--- src/rtl/mult_div.sv ---
// rtl/mult_div.sv - iterative multiply/divide unit owning the HI/LO registers
// MULT/MULTU use shift-add and DIV/DIVU use restoring division, both on magnitudes; the sign is fixed up in FIXUP.
module mult_div #(
  parameter int WIDTH = 32
) (
  input  logic             clk,
  input  logic             reset_n,
  input  logic             Start,
  input  logic [1:0]       MDOp,
  input  logic [WIDTH-1:0] SrcA,
  input  logic [WIDTH-1:0] SrcB,
  input  logic             HIWrite,
  input  logic             LOWrite,
  output logic             Busy,
  output logic             Done,
  output logic [WIDTH-1:0] HI,
  output logic [WIDTH-1:0] LO
);

  localparam int CW = $clog2(WIDTH) + 1;

  typedef enum logic [1:0] {IDLE, CALC, FIXUP} state_t;

  state_t               state;
  logic [CW-1:0]        count;
  logic [2*WIDTH-1:0]   acc;
  logic [WIDTH-1:0]     op_a;
  logic [WIDTH-1:0]     op_b;
  logic [WIDTH-1:0]     a_orig;
  logic                 is_div;
  logic                 b_zero;
  logic                 neg_q;
  logic                 neg_r;

  logic                 signed_op;
  logic                 sign_a;
  logic                 sign_b;
  logic [WIDTH-1:0]     mag_a;
  logic [WIDTH-1:0]     mag_b;
  logic [WIDTH:0]       mul_sum;
  logic [WIDTH:0]       div_diff;
  logic [2*WIDTH-1:0]   mul_next;
  logic [2*WIDTH-1:0]   div_next;
  logic [WIDTH-1:0]     quo;
  logic [WIDTH-1:0]     rem;
  logic [2*WIDTH-1:0]   prod;

  assign Busy = (state != IDLE);

  always_comb begin
    signed_op = ~MDOp[0];
    sign_a    = signed_op & SrcA[WIDTH-1];
    sign_b    = signed_op & SrcB[WIDTH-1];
    mag_a     = sign_a ? (~SrcA + 1'b1) : SrcA;
    mag_b     = sign_b ? (~SrcB + 1'b1) : SrcB;

    // Multiply: conditionally add the multiplicand into the upper half, then shift right.
    mul_sum  = {1'b0, acc[2*WIDTH-1:WIDTH]} + (acc[0] ? {1'b0, op_a} : '0);
    mul_next = {mul_sum, acc[WIDTH-1:1]};

    // Divide: shifted partial remainder minus divisor; a borrow in the top bit means restore.
    div_diff = acc[2*WIDTH-1:WIDTH-1] - {1'b0, op_b};
    div_next = div_diff[WIDTH] ? {acc[2*WIDTH-2:WIDTH-1], acc[WIDTH-2:0], 1'b0}
                               : {div_diff[WIDTH-1:0], acc[WIDTH-2:0], 1'b1};

    quo  = neg_q ? (~acc[WIDTH-1:0] + 1'b1) : acc[WIDTH-1:0];
    rem  = neg_r ? (~acc[2*WIDTH-1:WIDTH] + 1'b1) : acc[2*WIDTH-1:WIDTH];
    prod = neg_q ? (~acc + 1'b1) : acc;
  end

  always_ff @(posedge clk) begin
    if (!reset_n) begin
      state  <= IDLE;
      count  <= '0;
      acc    <= '0;
      op_a   <= '0;
      op_b   <= '0;
      a_orig <= '0;
      is_div <= 1'b0;
      b_zero <= 1'b0;
      neg_q  <= 1'b0;
      neg_r  <= 1'b0;
      HI     <= '0;
      LO     <= '0;
      Done   <= 1'b0;
    end else begin
      Done <= 1'b0;
      case (state)
        IDLE: begin
          if (Start) begin
            is_div <= MDOp[1];
            b_zero <= (SrcB == '0);
            a_orig <= SrcA;
            op_a   <= mag_a;
            op_b   <= mag_b;
            neg_q  <= sign_a ^ sign_b;
            neg_r  <= sign_a;
            // Multiply seeds the multiplier, divide seeds the dividend, both in the low half.
            acc    <= MDOp[1] ? {{WIDTH{1'b0}}, mag_a} : {{WIDTH{1'b0}}, mag_b};
            count  <= '0;
            state  <= CALC;
          end else begin
            if (HIWrite) HI <= SrcA;
            if (LOWrite) LO <= SrcA;
          end
        end
        CALC: begin
          acc   <= is_div ? div_next : mul_next;
          count <= count + 1'b1;
          if (count == CW'(WIDTH - 1)) state <= FIXUP;
        end
        FIXUP: begin
          if (is_div) begin
            if (b_zero) begin
              HI <= a_orig;
              LO <= '1;
            end else begin
              HI <= rem;
              LO <= quo;
            end
          end else begin
            {HI, LO} <= prod;
          end
          Done  <= 1'b1;
          state <= IDLE;
        end
        default: state <= IDLE;
      endcase
    end
  end

endmodule

--- config.mk ---
export PLATFORM = sky130hd
export DESIGN_NAME = mult_div
export DESIGN_NICKNAME = d
export VERILOG_FILES = /design/src/rtl/mult_div.sv
export SDC_FILE = /design/constraint.sdc
export NUM_CORES = 1
export LEC_CHECK = 0
export ABC_AREA = 1
export BUFFER_PORTS_ARGS = -buffer_cell sky130_fd_sc_hd__buf_2
export CAP_MARGIN = 20
export CORE_MARGIN = 2
export CORE_UTILIZATION = 40
export DETAILED_ROUTE_END_ITERATION = 8
export SYNTH_ARGS = -nofsm -noshare
export SYNTH_HDL_FRONTEND = slang
export SYNTH_SLANG_ARGS = --single-unit
--- constraint.sdc ---
create_clock -name clk -period 2.5 [get_ports clk]
set_clock_uncertainty 0.15 [all_clocks]
set_input_delay 0 -clock clk [delete_from_list [all_inputs] [get_ports clk]]
set_output_delay 0 -clock clk [all_outputs]
set_load 0.01 [all_outputs]
Yosys cells after proc, flatten, opt, wreduce, memory -nomap -nowiden
Cells that the tools add are included.

Register bits: 237. Input bits: 71. Output and inout bits: 66. Logic and storage cells: 75.

Add/subtract/negate cells: 8. Equal/unequal tests: 8. Multiplexer cells: 27. Bitwise operators: 9. Reductions and logical operators: 10.

Operators by type and width (number): $mux 32 (14); $mux 64 (4); $add 32x1->32 const B (4); $not 32->32 (4); $pmux 32 s2 (2); $pmux 64 s2 (1); $add 64x1->64 const B (1); $not 64->64 (1); $add 32x32->33 (1); $sub 33x32->33 (1); $logic_not 32->1 (1); $pmux 6 s2 (1); $ne 2x2->1 const B (5); $add 6x1->6 const B (1); $eq 6x5->1 const B (1); $mux 6 (1); $reduce_and 2->1 (3); $reduce_and 3->1 (2); $reduce_bool 2->1 (3); $mux 2 (2); $pmux 2 s2 (1); $and 1x1->1 (2); $eq 2x1->1 const B (1); $eq 2x2->1 const B (1); other kinds (4) (4).

Logic depth before layout (Yosys ltp)
Depth after elaboration: 6. Mapped depth: 21. Depth with buffers taken out: 20.

Worst setup path before layout
OpenSTA, ideal clock, no wires.

Kind: register -> register. From: register acc[31]. To: register acc[48]. Library setup time: 0.143 ns. Data arrival time: 2.231 ns. Data required time: 2.207 ns. Path slack: -0.024 ns. Cell stages (with the launch flop): 19. Buffers on the path: 1. Period minus slack after synthesis: 2.524 ns. Cells stage by stage: dfxtp_1 > inv_1 > ha_1 > fa_1 > inv_1 > nand2_1 > nand2_1 > nand3_1 > nand2_2 > nand2_1 > nand2_2 > nand2_4 > nand2_4 > nand2_4 > nand2_8 > buf_6 > nor2_1 > o21ai_0 > a21oi_1.

Word-level cells in the longest chain between the ends: 4.

RTL lines: from (decl) (line 26) `logic [2*WIDTH-1:0] acc;`; from (signal assigned) (line 99) `acc <= MDOp[1] ? {{WIDTH{1'b0}}, mag_a} : {{WIDTH{1'b0}}, mag_b};`; from (signal assigned) (line 108) `acc <= is_div ? div_next : mul_next;`; $sub 33x32->33 (line 62) `div_diff = acc[2*WIDTH-1:WIDTH-1] - {1'b0, op_b};`; $mux 64 (line 63) `div_next = div_diff[WIDTH] ? {acc[2*WIDTH-2:WIDTH-1], acc[WIDTH-2:0], 1'b0}`; $mux 64 (line 108); $pmux 64 s2 (line 88) `case (state)`.

Every way passes these cells. A chain may end at the register's enable or synchronous reset.

Worst setup path after layout
From: register op_b[22]. To: register acc[42].

Word-level cells in the longest chain between the ends: 4.

RTL lines: from (decl) (line 28) `logic [WIDTH-1:0] op_b;`; from (signal assigned) (line 95) `op_b <= mag_b;`; $sub 33x32->33 (line 62); $mux 64 (line 63); $mux 64 (line 108); $pmux 64 s2 (line 88).

Every way passes these cells.

==> out/results.ini <==
[outcome]
outcome=finished, violations left
violations=negative hold slack, negative setup slack

[sta]
rsz0062_at_grt=true
setup-tns-final_ps=-8.84
slew_headroom=0.410
fin_crit_sh=1.00
hold_viol_final=1
maxSlewViolCount=0
fmax_mhz=399
fin_ws_ps=-8.84
setup_violations=1
worstMarginPinSlew_ps=875
fin_hold_ws_ps=-20.8
layout_min_cycle_time_ps=2510

[critical_path]
critPathMaxFanout=7
max_stage_delay_ps=350
startpoint_type=flop
rr_startpoint=op_b[22]$_SDFFE_PN0P_
cp-end-kind=flop
cp_cell_sequence=inv_2 -> ha_1 -> nand2_2 -> inv_2 -> a21oi_2 -> nand2_2 -> a21oi_4 -> buf_6 -> nand2_8 -> nand2_8 -> nand2_4 -> nand2_1 -> o211ai_1 -> nand3_1 -> nand2_1
critPathTopFamily=simple AND/OR/NAND/NOR gates
crit_buf_inv=3
critPathArrivalTime_ps=2850
ff2ff_setup_slack_ps=-9
required_ps=2840
worst_r2r_path_depth=15
slowest_stage=dfxtp_1
r2r-end=acc[42]$_SDFFE_PN0P_
crit_type=flop to flop

[floorplanning]
boundaryPins=137
core_sq_mm=0.0503
die_h_um=230
start_util=0.406
num_rows=82
dieArea_sq_mm=0.0529
fp.dieW_um=230

[layout]
drive_above_1_share=0.216
seqCellArea_sq_mm=0.00474
layout_commonest_cell=nand2_1
multiInputGateArea_sq_mm=0.0145
final_cell_area_sq_mm=0.0274
layoutNonFillerInstCount=4662
nNetsFinal=4112
diodes=0
final_cell_mix=nand2_1, inv_1, nor2_1
area_delta_synth_final_pct=34.0
fill_cells=5291

[cts]
cts_made_buffers=29
cts_max_path_buffers=3
cts-htree-levels=1
path_clk_slew_ps=60
cts_num_sinks=236
cts_tree=done
cts_root_buf=clkbuf_16
clkLatencyLatePin_ps=600

[synthesis]
ys_warn_count=0
synthXorXnorAreaFrac=0.0373
synth-simple-area-share=0.351
synth_compound_area_frac=0.212
synth_area_sq_mm=0.0204
synth_cell_types=56
synth_flop_cell=dfxtp_1
synthMuxAreaShare=0
synth_seq_area_share=0.231
synthCells=3526
synth_nets=3668
synthAdderAreaFrac=0.0442
synthArstFlopShare=0
syn_avg_cell_area_sq_um=5.80
synth_top_family_by_area=simple AND/OR/NAND/NOR gates
synth-edff-count=0
ys_seq_elements=236

[hold_path]
min_to=a_orig[2]$_SDFFE_PN0P_
hold_depth=3
hold_path_class=primary input to flop
hp-start=SrcA[2]

[detailed_routing]
drt_iter0_drc=2914
drcViolationCount=0
vias=25700
detail-route-antenna-nets=0
vias_per_cell=5.50
wl_per_cell_um=20.5
wl_um=95400
dr.pass1.iters=6

[job]
cap_violations=0

[global_route]
grt_use_total=0.342
grt_max_degree=169
grt_overflow_total=0
first_global_vias=23000
antenna_found_initial=1
grt_pass1_wl_um=138000

[place]
portBuffers=136
gp_congestion=1.05
dp.cells=4484
detailed_place_hpwl_um=73100
placed_area_sq_mm=0.0238

[power_and_ir_drop]
ir_worst_vdd_mv=0.583
p_leak_nw=13.3
power_per_cell_area_mw_per_mm2=544

[kinds of logic after synthesis]
kind of cell / count (synthesis)
DFF: 236
xor gates and xnor gates: 87
AOI/OAI and AO/OA: 797
and+or+nand+nor: 1677
adders and majority gates: 71
buffers and inverters: 658
[state kept, by name, indices dropped and copies added (netlist names)]
| name | count |
|---|---|
| acc | 64 |
| HI | 32 |
| LO | 32 |
| op_a | 32 |
| op_b | 32 |
| a_orig | 31 |
| count | 6 |
| state | 2 |
| Done | 1 |
| b_zero | 1 |
| is_div | 1 |
| neg_q | 1 |
| neg_r | 1 |
[layout make-up]
| cell class | instances | share of cell area |
|---|---|---|
| Inverter | 500 | 0.0690 |
| Sequential cell | 236 | 0.173 |
| Tap cell | 672 | 0.0307 |
| Timing Repair inverter | 1 | 0.000183 |
| Multi-Input combinational cell | 2639 | 0.531 |
| Timing Repair Buffer | 563 | 0.160 |
| Clock buffer | 36 | 0.0286 |
| Clock inverter | 15 | 0.00736 |
[layer usage]
metal	part of all wire	up-vias	GRT usage
met5	0	-	0
met1	0.44	11900	0.483
met2	0.43	1196	0.522
li1	-	12400	-
met4	0.038	0	0.109
met3	0.094	171	0.0646
[how the worst max path moves through the flow]
| stage | end | depth (start not counted) | from | slack [ps] |
|---|---|---|---|---|
| final | acc[42]$_SDFFE_PN0P_ | 15 | op_b[22]$_SDFFE_PN0P_ | -9 |
| after global routing | acc[45]$_SDFFE_PN0P_ | 17 | acc[31]$_SDFFE_PN0P_ | -130 |
| after CTS | acc[60]$_SDFFE_PN0P_ | 18 | acc[0]$_SDFFE_PN0P_ | -2 |
| after detailed placement | acc[61]$_SDFFE_PN0P_ | 18 | acc[0]$_SDFFE_PN0P_ | -170 |
| after global placement | HI[26]$_SDFFE_PN0P_ | 12 | acc[32]$_SDFFE_PN0P_ | -140 |
| after floorplan | acc[48]$_SDFFE_PN0P_ | 18 | acc[31]$_SDFFE_PN0P_ | 0.1 |
[synthesized netlist by cell type, types with 2 or more instances]
cell type / number / share of area
nand2_2: 16 / 0.0049
a32oi_1: 2 / 0.00086
o21bai_1: 10 / 0.0037
a21oi_1: 322 / 0.079
nand3_2: 8 / 0.0039
and3_1: 2 / 0.00061
nand3b_1: 22 / 0.0081
buf_6: 5 / 0.0028
nor3_1: 31 / 0.0076
o22ai_1: 8 / 0.0024
fa_1: 2 / 0.0020
buf_2: 15 / 0.0037
xnor2_1: 13 / 0.0056
nor4_1: 7 / 0.0021
ha_1: 69 / 0.042
inv_1: 490 / 0.090
o211ai_1: 55 / 0.020
a21o_1: 4 / 0.0015
o21ai_2: 3 / 0.0013
a31oi_1: 10 / 0.0031
buf_1: 23 / 0.0042
o21ai_0: 329 / 0.081
dfxtp_1: 236 / 0.23
or2_2: 8 / 0.0024
inv_2: 9 / 0.0017
o31ai_1: 2 / 0.00073
nand2_1: 830 / 0.15
clkbuf_1: 114 / 0.021
nand3_1: 301 / 0.074
nand4_1: 40 / 0.012
nor2_4: 5 / 0.0028
o21ai_1: 21 / 0.0051
nand2_4: 5 / 0.0028
a221oi_1: 4 / 0.0017
and2_1: 2 / 0.00061
o21a_1: 3 / 0.0011
nor2_2: 12 / 0.0037
xor2_1: 74 / 0.032
a21oi_2: 15 / 0.0064
nor2_1: 383 / 0.070
[worst reg2reg max path, stage by stage (launching register included)]
cell and delay, ps:
dfxtp_1 350, inv_2 90, ha_1 310, nand2_2 110, inv_2 40, a21oi_2 160, nand2_2 100, a21oi_4 190
buf_6 140, nand2_8 70, nand2_8 190, nand2_4 150, nand2_1 90, o211ai_1 100, nand3_1 100, nand2_1 50
[power by group]
| part | total (mW) | internal [mW] | switching (mW) |
|---|---|---|---|
| combinational | 5.99 | 2.18 | 3.81 |
| sequential | 4.38 | 4.11 | 0.262 |
| clock | 4.53 | 2.63 | 1.90 |
| total | 14.9 | 8.93 | 5.97 |
[timing repair]
action	in CTS	in global routing
buffers inserted	5	13
cloned	5	5
gates resized for setup	65	261
hold buffers	100	0
hold endpoints to repair	231	0
pin swaps	18	56
setup endpoints to repair	39	73
[stage by stage]
stage	power [mW]	setup WS (ps)	util
final	14.9	-8.84	0.545
after CTS	14.4	-1.98	0.520
after global routing	15.6	-127	0.545
after floorplan	7.47	0.134	-
after detailed placement	9.56	-168	0.473
after global placement	9.56	-138	0.473
Power figures use the tool's default switching activity.
